$ cat config.mk
export PLATFORM = sky130hd
export DESIGN_NAME = bus_arbiter_flat
export DESIGN_NICKNAME = d
export VERILOG_FILES = /design/src/rtl/bus_arbiter_if.sv /design/src/rtl/bus_arbiter.sv /design/src/flat_wrapper.sv
export SDC_FILE = /design/constraint.sdc
export NUM_CORES = 1
export LEC_CHECK = 0
export CAP_MARGIN = 30
export CORE_MARGIN = 1
export CORE_UTILIZATION = 31
export CTS_CLUSTER_DIAMETER = 80
export DETAILED_ROUTE_END_ITERATION = 8
export GPL_TIMING_DRIVEN = 0
export PLACE_DENSITY_LB_ADDON = 0.2
export SLEW_MARGIN = 20
export SYNTH_ARGS = -nofsm -noshare
export SYNTH_HDL_FRONTEND = slang
export SYNTH_SLANG_ARGS = --single-unit
$ cat constraint.sdc
create_clock -name clk -period 2.85 [get_ports clk]
set_input_delay 0.4275 -clock clk [delete_from_list [all_inputs] [get_ports clk]]
set_output_delay 0.4275 -clock clk [all_outputs]
set_load 0.02 [all_outputs]
$ cat src/rtl/bus_arbiter_if.sv
// -----------------------------------------------------------------------------
// bus_arbiter_if
// Bundles the master-side request/strobe/data buses and the single slave-side
// bus that the arbiter multiplexes onto.
//
// Modports:
//   master : arbiter view. It samples the master requests and strobes and
//            drives the grants, the slave-side bus and the read-data broadcast.
//   slave  : environment view (masters plus slave), the mirror of master.
//
// Signals:
//   mst_req   [NUM_MST]    per-master request
//   mst_grant [NUM_MST]    one-hot-or-zero grant
//   mst_addr  [8*NUM_MST]  master i address in bits [8i+7:8i]
//   mst_wr    [NUM_MST]    per-master write strobe
//   mst_rd    [NUM_MST]    per-master read strobe
//   mst_wdata [8*NUM_MST]  master i write data in bits [8i+7:8i]
//   mst_rdata [8]          slave read data broadcast to all masters
//   slv_addr/slv_wr/slv_rd/slv_wdata  granted master's bus toward the slave
//   slv_rdata [8]          read data returned by the slave
// -----------------------------------------------------------------------------
interface bus_arbiter_if #(
    parameter int NUM_MST = 3
);
    logic [NUM_MST-1:0]   mst_req;
    logic [NUM_MST-1:0]   mst_grant;
    logic [8*NUM_MST-1:0] mst_addr;
    logic [NUM_MST-1:0]   mst_wr;
    logic [NUM_MST-1:0]   mst_rd;
    logic [8*NUM_MST-1:0] mst_wdata;
    logic [7:0]           mst_rdata;

    logic [7:0]           slv_addr;
    logic                 slv_wr;
    logic                 slv_rd;
    logic [7:0]           slv_wdata;
    logic [7:0]           slv_rdata;

    modport master (
        input  mst_req, mst_addr, mst_wr, mst_rd, mst_wdata, slv_rdata,
        output mst_grant, mst_rdata, slv_addr, slv_wr, slv_rd, slv_wdata
    );

    modport slave (
        output mst_req, mst_addr, mst_wr, mst_rd, mst_wdata, slv_rdata,
        input  mst_grant, mst_rdata, slv_addr, slv_wr, slv_rd, slv_wdata
    );
endinterface

$ cat src/rtl/bus_arbiter.sv
// -----------------------------------------------------------------------------
// bus_arbiter
// Three-master (CPU=0, DMA=1, debug=2) to one-slave bus arbiter. Ownership is
// held for as long as the owner keeps its request up; on release the bus is
// handed straight to the next pending requester without an idle cycle.
//
// Arbitration:
//   default build             : fixed priority 2 > 0 > 1
//   BUS_ARB_ROUND_ROBIN_EN     : first requester after the last owner in the
//                                cyclic order 0->1->2->0; the last-owner
//                                pointer restarts at master 0 after reset
//
// Ports:
//   clk            system clock, rising edge
//   rst            asynchronous active-low reset
//   bus            bus_arbiter_if.master (requests, strobes, grants, slave bus)
//   contention_cnt saturating count of cycles a request waited on another owner
//   bus_busy       high whenever any grant is set
// -----------------------------------------------------------------------------
module bus_arbiter #(
    parameter int NUM_MST = 3,
    parameter int CNT_W   = 8
) (
    input  logic             clk,
    input  logic             rst,
    bus_arbiter_if.master    bus,
    output logic [CNT_W-1:0] contention_cnt,
    output logic             bus_busy
);

    // state | meaning
    // IDLE  | no master owns the bus, all slave outputs forced to 0
    // OWN0  | CPU owns the bus
    // OWN1  | DMA owns the bus
    // OWN2  | debug owns the bus
    typedef enum logic [1:0] {
        IDLE = 2'd0,
        OWN0 = 2'd1,
        OWN1 = 2'd2,
        OWN2 = 2'd3
    } state_t;

    state_t             state;
    state_t             next_state;
    state_t             winner;
    logic [NUM_MST-1:0] grant;
    logic               contend;

    function automatic state_t owner_state(input logic [1:0] idx);
        case (idx)
            2'd0:    return OWN0;
            2'd1:    return OWN1;
            default: return OWN2;
        endcase
    endfunction

`ifdef BUS_ARB_ROUND_ROBIN_EN
    logic [1:0] last_owner;

    // Walk the cyclic order starting just after the last owner; the first
    // requester met wins.
    function automatic state_t pick_rr(input logic [NUM_MST-1:0] r,
                                       input logic [1:0]         last);
        state_t     w;
        logic [1:0] idx;
        w   = IDLE;
        idx = last;
        for (int k = 0; k < 3; k++) begin
            idx = (idx == 2'd2) ? 2'd0 : idx + 2'd1;
            if (w == IDLE && r[idx]) begin
                w = owner_state(idx);
            end
        end
        return w;
    endfunction

    always_comb begin
        winner = pick_rr(bus.mst_req, last_owner);
    end

    always_ff @(posedge clk or negedge rst) begin
        if (!rst) begin
            last_owner <= 2'd0;
        end else begin
            case (next_state)
                OWN0:    last_owner <= 2'd0;
                OWN1:    last_owner <= 2'd1;
                OWN2:    last_owner <= 2'd2;
                default: last_owner <= last_owner;
            endcase
        end
    end
`else
    function automatic state_t pick_fixed(input logic [NUM_MST-1:0] r);
        if (r[2]) begin
            return OWN2;
        end else if (r[0]) begin
            return OWN0;
        end else if (r[1]) begin
            return OWN1;
        end
        return IDLE;
    endfunction

    always_comb begin
        winner = pick_fixed(bus.mst_req);
    end
`endif

    always_ff @(posedge clk or negedge rst) begin
        if (!rst) begin
            state <= IDLE;
        end else begin
            state <= next_state;
        end
    end

    // On release the owner's own request bit is already 0, so the shared
    // winner naturally only considers the other masters, including any that
    // raised their request in this very cycle.
    always_comb begin
        next_state = state;
        case (state)
            IDLE:    next_state = winner;
            OWN0:    if (!bus.mst_req[0]) next_state = winner;
            OWN1:    if (!bus.mst_req[1]) next_state = winner;
            OWN2:    if (!bus.mst_req[2]) next_state = winner;
            default: next_state = IDLE;
        endcase
    end

    always_comb begin
        grant = '0;
        case (state)
            OWN0:    grant[0] = 1'b1;
            OWN1:    grant[1] = 1'b1;
            OWN2:    grant[2] = 1'b1;
            default: grant    = '0;
        endcase
    end

    assign bus.mst_grant = grant;
    assign bus_busy      = |grant;
    assign bus.mst_rdata = bus.slv_rdata;

    // Only the granted master's lanes are selected, so strobes from waiting
    // masters can never leak onto the slave side.
    always_comb begin
        bus.slv_addr  = 8'h00;
        bus.slv_wr    = 1'b0;
        bus.slv_rd    = 1'b0;
        bus.slv_wdata = 8'h00;
        for (int i = 0; i < NUM_MST; i++) begin
            if (grant[i]) begin
                bus.slv_addr  = bus.mst_addr[8*i +: 8];
                bus.slv_wr    = bus.mst_wr[i];
                bus.slv_rd    = bus.mst_rd[i];
                bus.slv_wdata = bus.mst_wdata[8*i +: 8];
            end
        end
    end

    assign contend = (|grant) && (|(bus.mst_req & ~grant));

    always_ff @(posedge clk or negedge rst) begin
        if (!rst) begin
            contention_cnt <= '0;
        end else if (contend && (contention_cnt != {CNT_W{1'b1}})) begin
            contention_cnt <= contention_cnt + 1'b1;
        end
    end

endmodule

$ cat src/flat_wrapper.sv
// flat-port wrapper written by rule: the top's interface ports become plain ports
module bus_arbiter_flat 
#(
    parameter int NUM_MST = 3,
    parameter int CNT_W   = 8
)
  (clk, rst, contention_cnt, bus_busy, bus_mst_req, bus_mst_addr, bus_mst_wr, bus_mst_rd, bus_mst_wdata, bus_slv_rdata, bus_mst_grant, bus_mst_rdata, bus_slv_addr, bus_slv_wr, bus_slv_rd, bus_slv_wdata);
  bus_arbiter_if #(.NUM_MST(NUM_MST)) bus_i ();
  input  logic clk;
  input  logic rst;
  output logic [CNT_W-1:0] contention_cnt;
  output logic bus_busy;
  input wire logic [$bits(bus_i.mst_req)-1:0] bus_mst_req;
  input wire logic [$bits(bus_i.mst_addr)-1:0] bus_mst_addr;
  input wire logic [$bits(bus_i.mst_wr)-1:0] bus_mst_wr;
  input wire logic [$bits(bus_i.mst_rd)-1:0] bus_mst_rd;
  input wire logic [$bits(bus_i.mst_wdata)-1:0] bus_mst_wdata;
  input wire logic [$bits(bus_i.slv_rdata)-1:0] bus_slv_rdata;
  output wire logic [$bits(bus_i.mst_grant)-1:0] bus_mst_grant;
  output wire logic [$bits(bus_i.mst_rdata)-1:0] bus_mst_rdata;
  output wire logic [$bits(bus_i.slv_addr)-1:0] bus_slv_addr;
  output wire logic [$bits(bus_i.slv_wr)-1:0] bus_slv_wr;
  output wire logic [$bits(bus_i.slv_rd)-1:0] bus_slv_rd;
  output wire logic [$bits(bus_i.slv_wdata)-1:0] bus_slv_wdata;
  assign bus_i.mst_req = bus_mst_req;
  assign bus_i.mst_addr = bus_mst_addr;
  assign bus_i.mst_wr = bus_mst_wr;
  assign bus_i.mst_rd = bus_mst_rd;
  assign bus_i.mst_wdata = bus_mst_wdata;
  assign bus_i.slv_rdata = bus_slv_rdata;
  assign bus_mst_grant = bus_i.mst_grant;
  assign bus_mst_rdata = bus_i.mst_rdata;
  assign bus_slv_addr = bus_i.slv_addr;
  assign bus_slv_wr = bus_i.slv_wr;
  assign bus_slv_rd = bus_i.slv_rd;
  assign bus_slv_wdata = bus_i.slv_wdata;
  bus_arbiter #(.NUM_MST(NUM_MST), .CNT_W(CNT_W)) u_core (.clk(clk), .rst(rst), .bus(bus_i), .contention_cnt(contention_cnt), .bus_busy(bus_busy));
endmodule
==> flow_metrics.env <==
export IMPL_n_fill_cell=274
export IMPL_clock_latency_ns=0.28
export IMPL_dr_total_vias=1226
export IMPL_p_per_area_nw_per_um2=493
export IMPL_drive_gt1_share_pct=17.6
export IMPL_period_needed_ns=2.59
export IMPL_max_freq_mhz=387
export IMPL_vias_per_cell=4.94
export IMPL_antenna_found_initial=0
export IMPL_synthCells=105
export IMPL_top_layer_used="met4"
export IMPL_timing_final_crit_share_pct=90.8
export IMPL_ctsResizeCount=0
export IMPL_cts_hold_buf=0
export IMPL_wl_met1_um=1580
export IMPL_grt_pass1_wl_um=5770
export IMPL_fin_nets=274
export IMPL_fin_skew_ns=0.00432
export IMPL_cp_required_ns=2.42
export IMPL_power_uw=1010
export IMPL_synth_xor_area_share_pct=1.72
export IMPL_die_area_um2=3520
export IMPL_synth_mux_area_share_pct=24.3
export IMPL_start_kind="flop"
export IMPL_final_cell_mix="clkdlybuf4s50_1, a22o_1, mux2_2"
export IMPL_yosys_register_bits=10
export IMPL_yosysSeqAreaShare_pct=24.5
export IMPL_setup_violations=0
export IMPL_root_buffer="clkbuf_4"
export IMPL_cp_buffers_inverters=4
export IMPL_slowest_stage="clkdlybuf4s50_1"
export IMPL_final_hold_viol_count=0
export IMPL_cts_sinks=10
export IMPL_initial_utilization_pct=33.1
export IMPL_grtUsageTotal_pct=22.0
export IMPL_post_cts_buffers=0
export IMPL_cpMostUsedCell="buf_2"
export IMPL_crit_fanout=10
export IMPL_areaGrowthSynthToFinish_pct=102
export IMPL_worst_pin_slew_ns=0.463
export IMPL_dp_hpwl_um=3100
export IMPL_io_pin_count=105
export IMPL_cpLargestDelayFamily="buffers and inverters"
export IMPL_wl_met3_um=402
export IMPL_ir_drop_mv=0.429
export IMPL_slowest_delay_ns=0.62
export IMPL_overflow=0
export IMPL_num_rows=20
export IMPL_synthAdderAreaFrac_pct=1.23
export IMPL_path_class="flop to primary output"
export IMPL_wl_um=3880
export IMPL_synth_top_family_by_area="compound AO/OA/AOI/OAI gates"
export IMPL_die_h_um=59.4
export IMPL_maxCapViolations=0
export IMPL_synth_nets=173
export IMPL_postRouteAntennaNets=0
export IMPL_synth_area_um2=1020
export IMPL_rsz0062_at_grt="no"
export IMPL_ys_warn_count=0
export IMPL_synth_compound_area_share_pct=25.9
export IMPL_regArea_um2=250
export IMPL_routabilityCongestion=0.750
export IMPL_slew_headroom_pct=69.0
export IMPL_n_antenna_cell=0
export IMPL_fin_tns_setup_ns=0
export IMPL_grt_start_max_net_pins=11
export IMPL_cts_buffer_depth=2
export IMPL_synth_distinct_cells=30
export IMPL_clk_pin_slew_ns=0.07
export IMPL_cp_cell_sequence="buf_6 > nor2b_1 > buf_2 > buf_2 > a22o_1 > clkdlybuf4s50_1"
export IMPL_slew_violations=0
export IMPL_coreArea_um2=3080
export IMPL_first_pass_iters=4
export IMPL_numCtsBuffers=3
export IMPL_crit_path_end_kind="primary output"
export IMPL_synthSimpleGateAreaFrac_pct=12.3
export IMPL_grt_pass1_vias=1186
export IMPL_h_tree_depth=1
export IMPL_die_x_um=59.4
export IMPL_multi_input_area_um2=667
export IMPL_syn_area_per_cell_um2=9.71
export IMPL_hold_class="input port to async pin"
export IMPL_hold_slack_ns=0.465
export IMPL_drt_iter0_drc=44
export IMPL_p_leak_uw=0.000831
export IMPL_final_common_cell="clkdlybuf4s50_1"
export IMPL_drc=0
export IMPL_wl_per_cell_um=15.6
export IMPL_cts_tree="yes"
export IMPL_crit_arrival_ns=2.16
export IMPL_status="finished, final reports clean"
export IMPL_met2WireLength_um=1850
export IMPL_io_buffer_count=96
[final cells by class]
type | instances | share of cell area, %
well taps | 44 | 2.67
multi-input cells | 79 | 32.4
repair buffers | 96 | 46.7
plain buffers | 15 | 4.80
inverters | 1 | 0.182
clock buffers | 3 | 1.09
flip-flops and latches | 10 | 12.2
[power by group]
part	internal, uW	total [uW]	switching (uW)	leakage, uW
clock	49.1	102	53.2	0.0000138
sequential	195	268	72.2	0.000120
combinational	358	644	286	0.000697
[metrics by stage]
stage	std cells	util, %	instance area, um2	worst slack [ns]
after floorplan	105	-	1020	1.15
after global placement	245	66.1	2040	0.581
after detailed placement	245	66.1	2040	0.550
after CTS	248	66.9	2060	0.242
after global routing	248	66.9	2060	0.151
final	248	66.9	2060	0.263
[path summary, 6_finish.rpt]
| check | startpoint | to | slack (ns) | cells past startpoint |
|---|---|---|---|---|
| min in group clk | u_core.contention_cnt[0] | u_core.contention_cnt[0] | 0.55 | 1 |
| min | rst | u_core.contention_cnt[4] | 0.47 | 1 |
| max reg2reg | u_core.contention_cnt[0] | u_core.contention_cnt[1] | 1.22 | 5 |
| max in group asynchronous | rst | u_core.state[1] | 2.07 | 1 |
| max | u_core.state[0] | bus_slv_wdata[6] | 0.26 | 6 |
| min reg2reg | u_core.contention_cnt[0] | u_core.contention_cnt[0] | 0.55 | 1 |
[sequential cells by signal, summed over array words and instances, names as in the netlist]
name,cells
u_core.state,2
u_core.contention_cnt,8
[synthesized netlist by cell type]
library cell | instances | area share, %
a211oi_1 | 3 | 2.2
a21boi_0 | 1 | 0.74
a21oi_1 | 4 | 2.0
a21oi_2 | 1 | 0.86
a22o_1 | 18 | 15
a2bb2oi_1 | 2 | 1.7
and2_1 | 2 | 1.2
and3_1 | 1 | 0.61
buf_2 | 4 | 2.0
buf_4 | 8 | 5.9
buf_6 | 1 | 1.1
clkbuf_1 | 2 | 0.74
dfrtp_1 | 10 | 25
ha_1 | 1 | 1.2
inv_1 | 1 | 0.37
mux2_1 | 8 | 8.8
mux2_2 | 14 | 15
nand2_1 | 3 | 1.1
nand2b_1 | 2 | 1.2
nand3_1 | 4 | 2.0
nand4_1 | 1 | 0.61
nor2_1 | 4 | 1.5
nor2b_1 | 2 | 1.2
nor2b_2 | 1 | 0.86
nor2b_4 | 1 | 1.3
o21ai_0 | 1 | 0.49
o21ai_2 | 1 | 0.86
o21ai_4 | 1 | 1.6
or2_2 | 1 | 0.61
xor2_1 | 2 | 1.7
[cells by family (layout without fill, tap and decap cells)]
group / count (synthesis) / count (layout)
AO/OA/AOI/OAI: 32 / 32
XOR/XNOR: 2 / 2
adder cells (fa/ha/maj): 1 / 1
buffers and inverters: 16 / 115
flip-flops: 10 / 10
multiplexers: 22 / 22
AND/OR/NAND/NOR: 22 / 22
[layer usage]
layer	vias to the layer above	track usage [%]
met5	-	0
met4	0	7.82
met3	5	6.55
met2	62	37.4
met1	574	26.0
li1	585	-
Note: power is estimated with default switching activity, not from simulation.
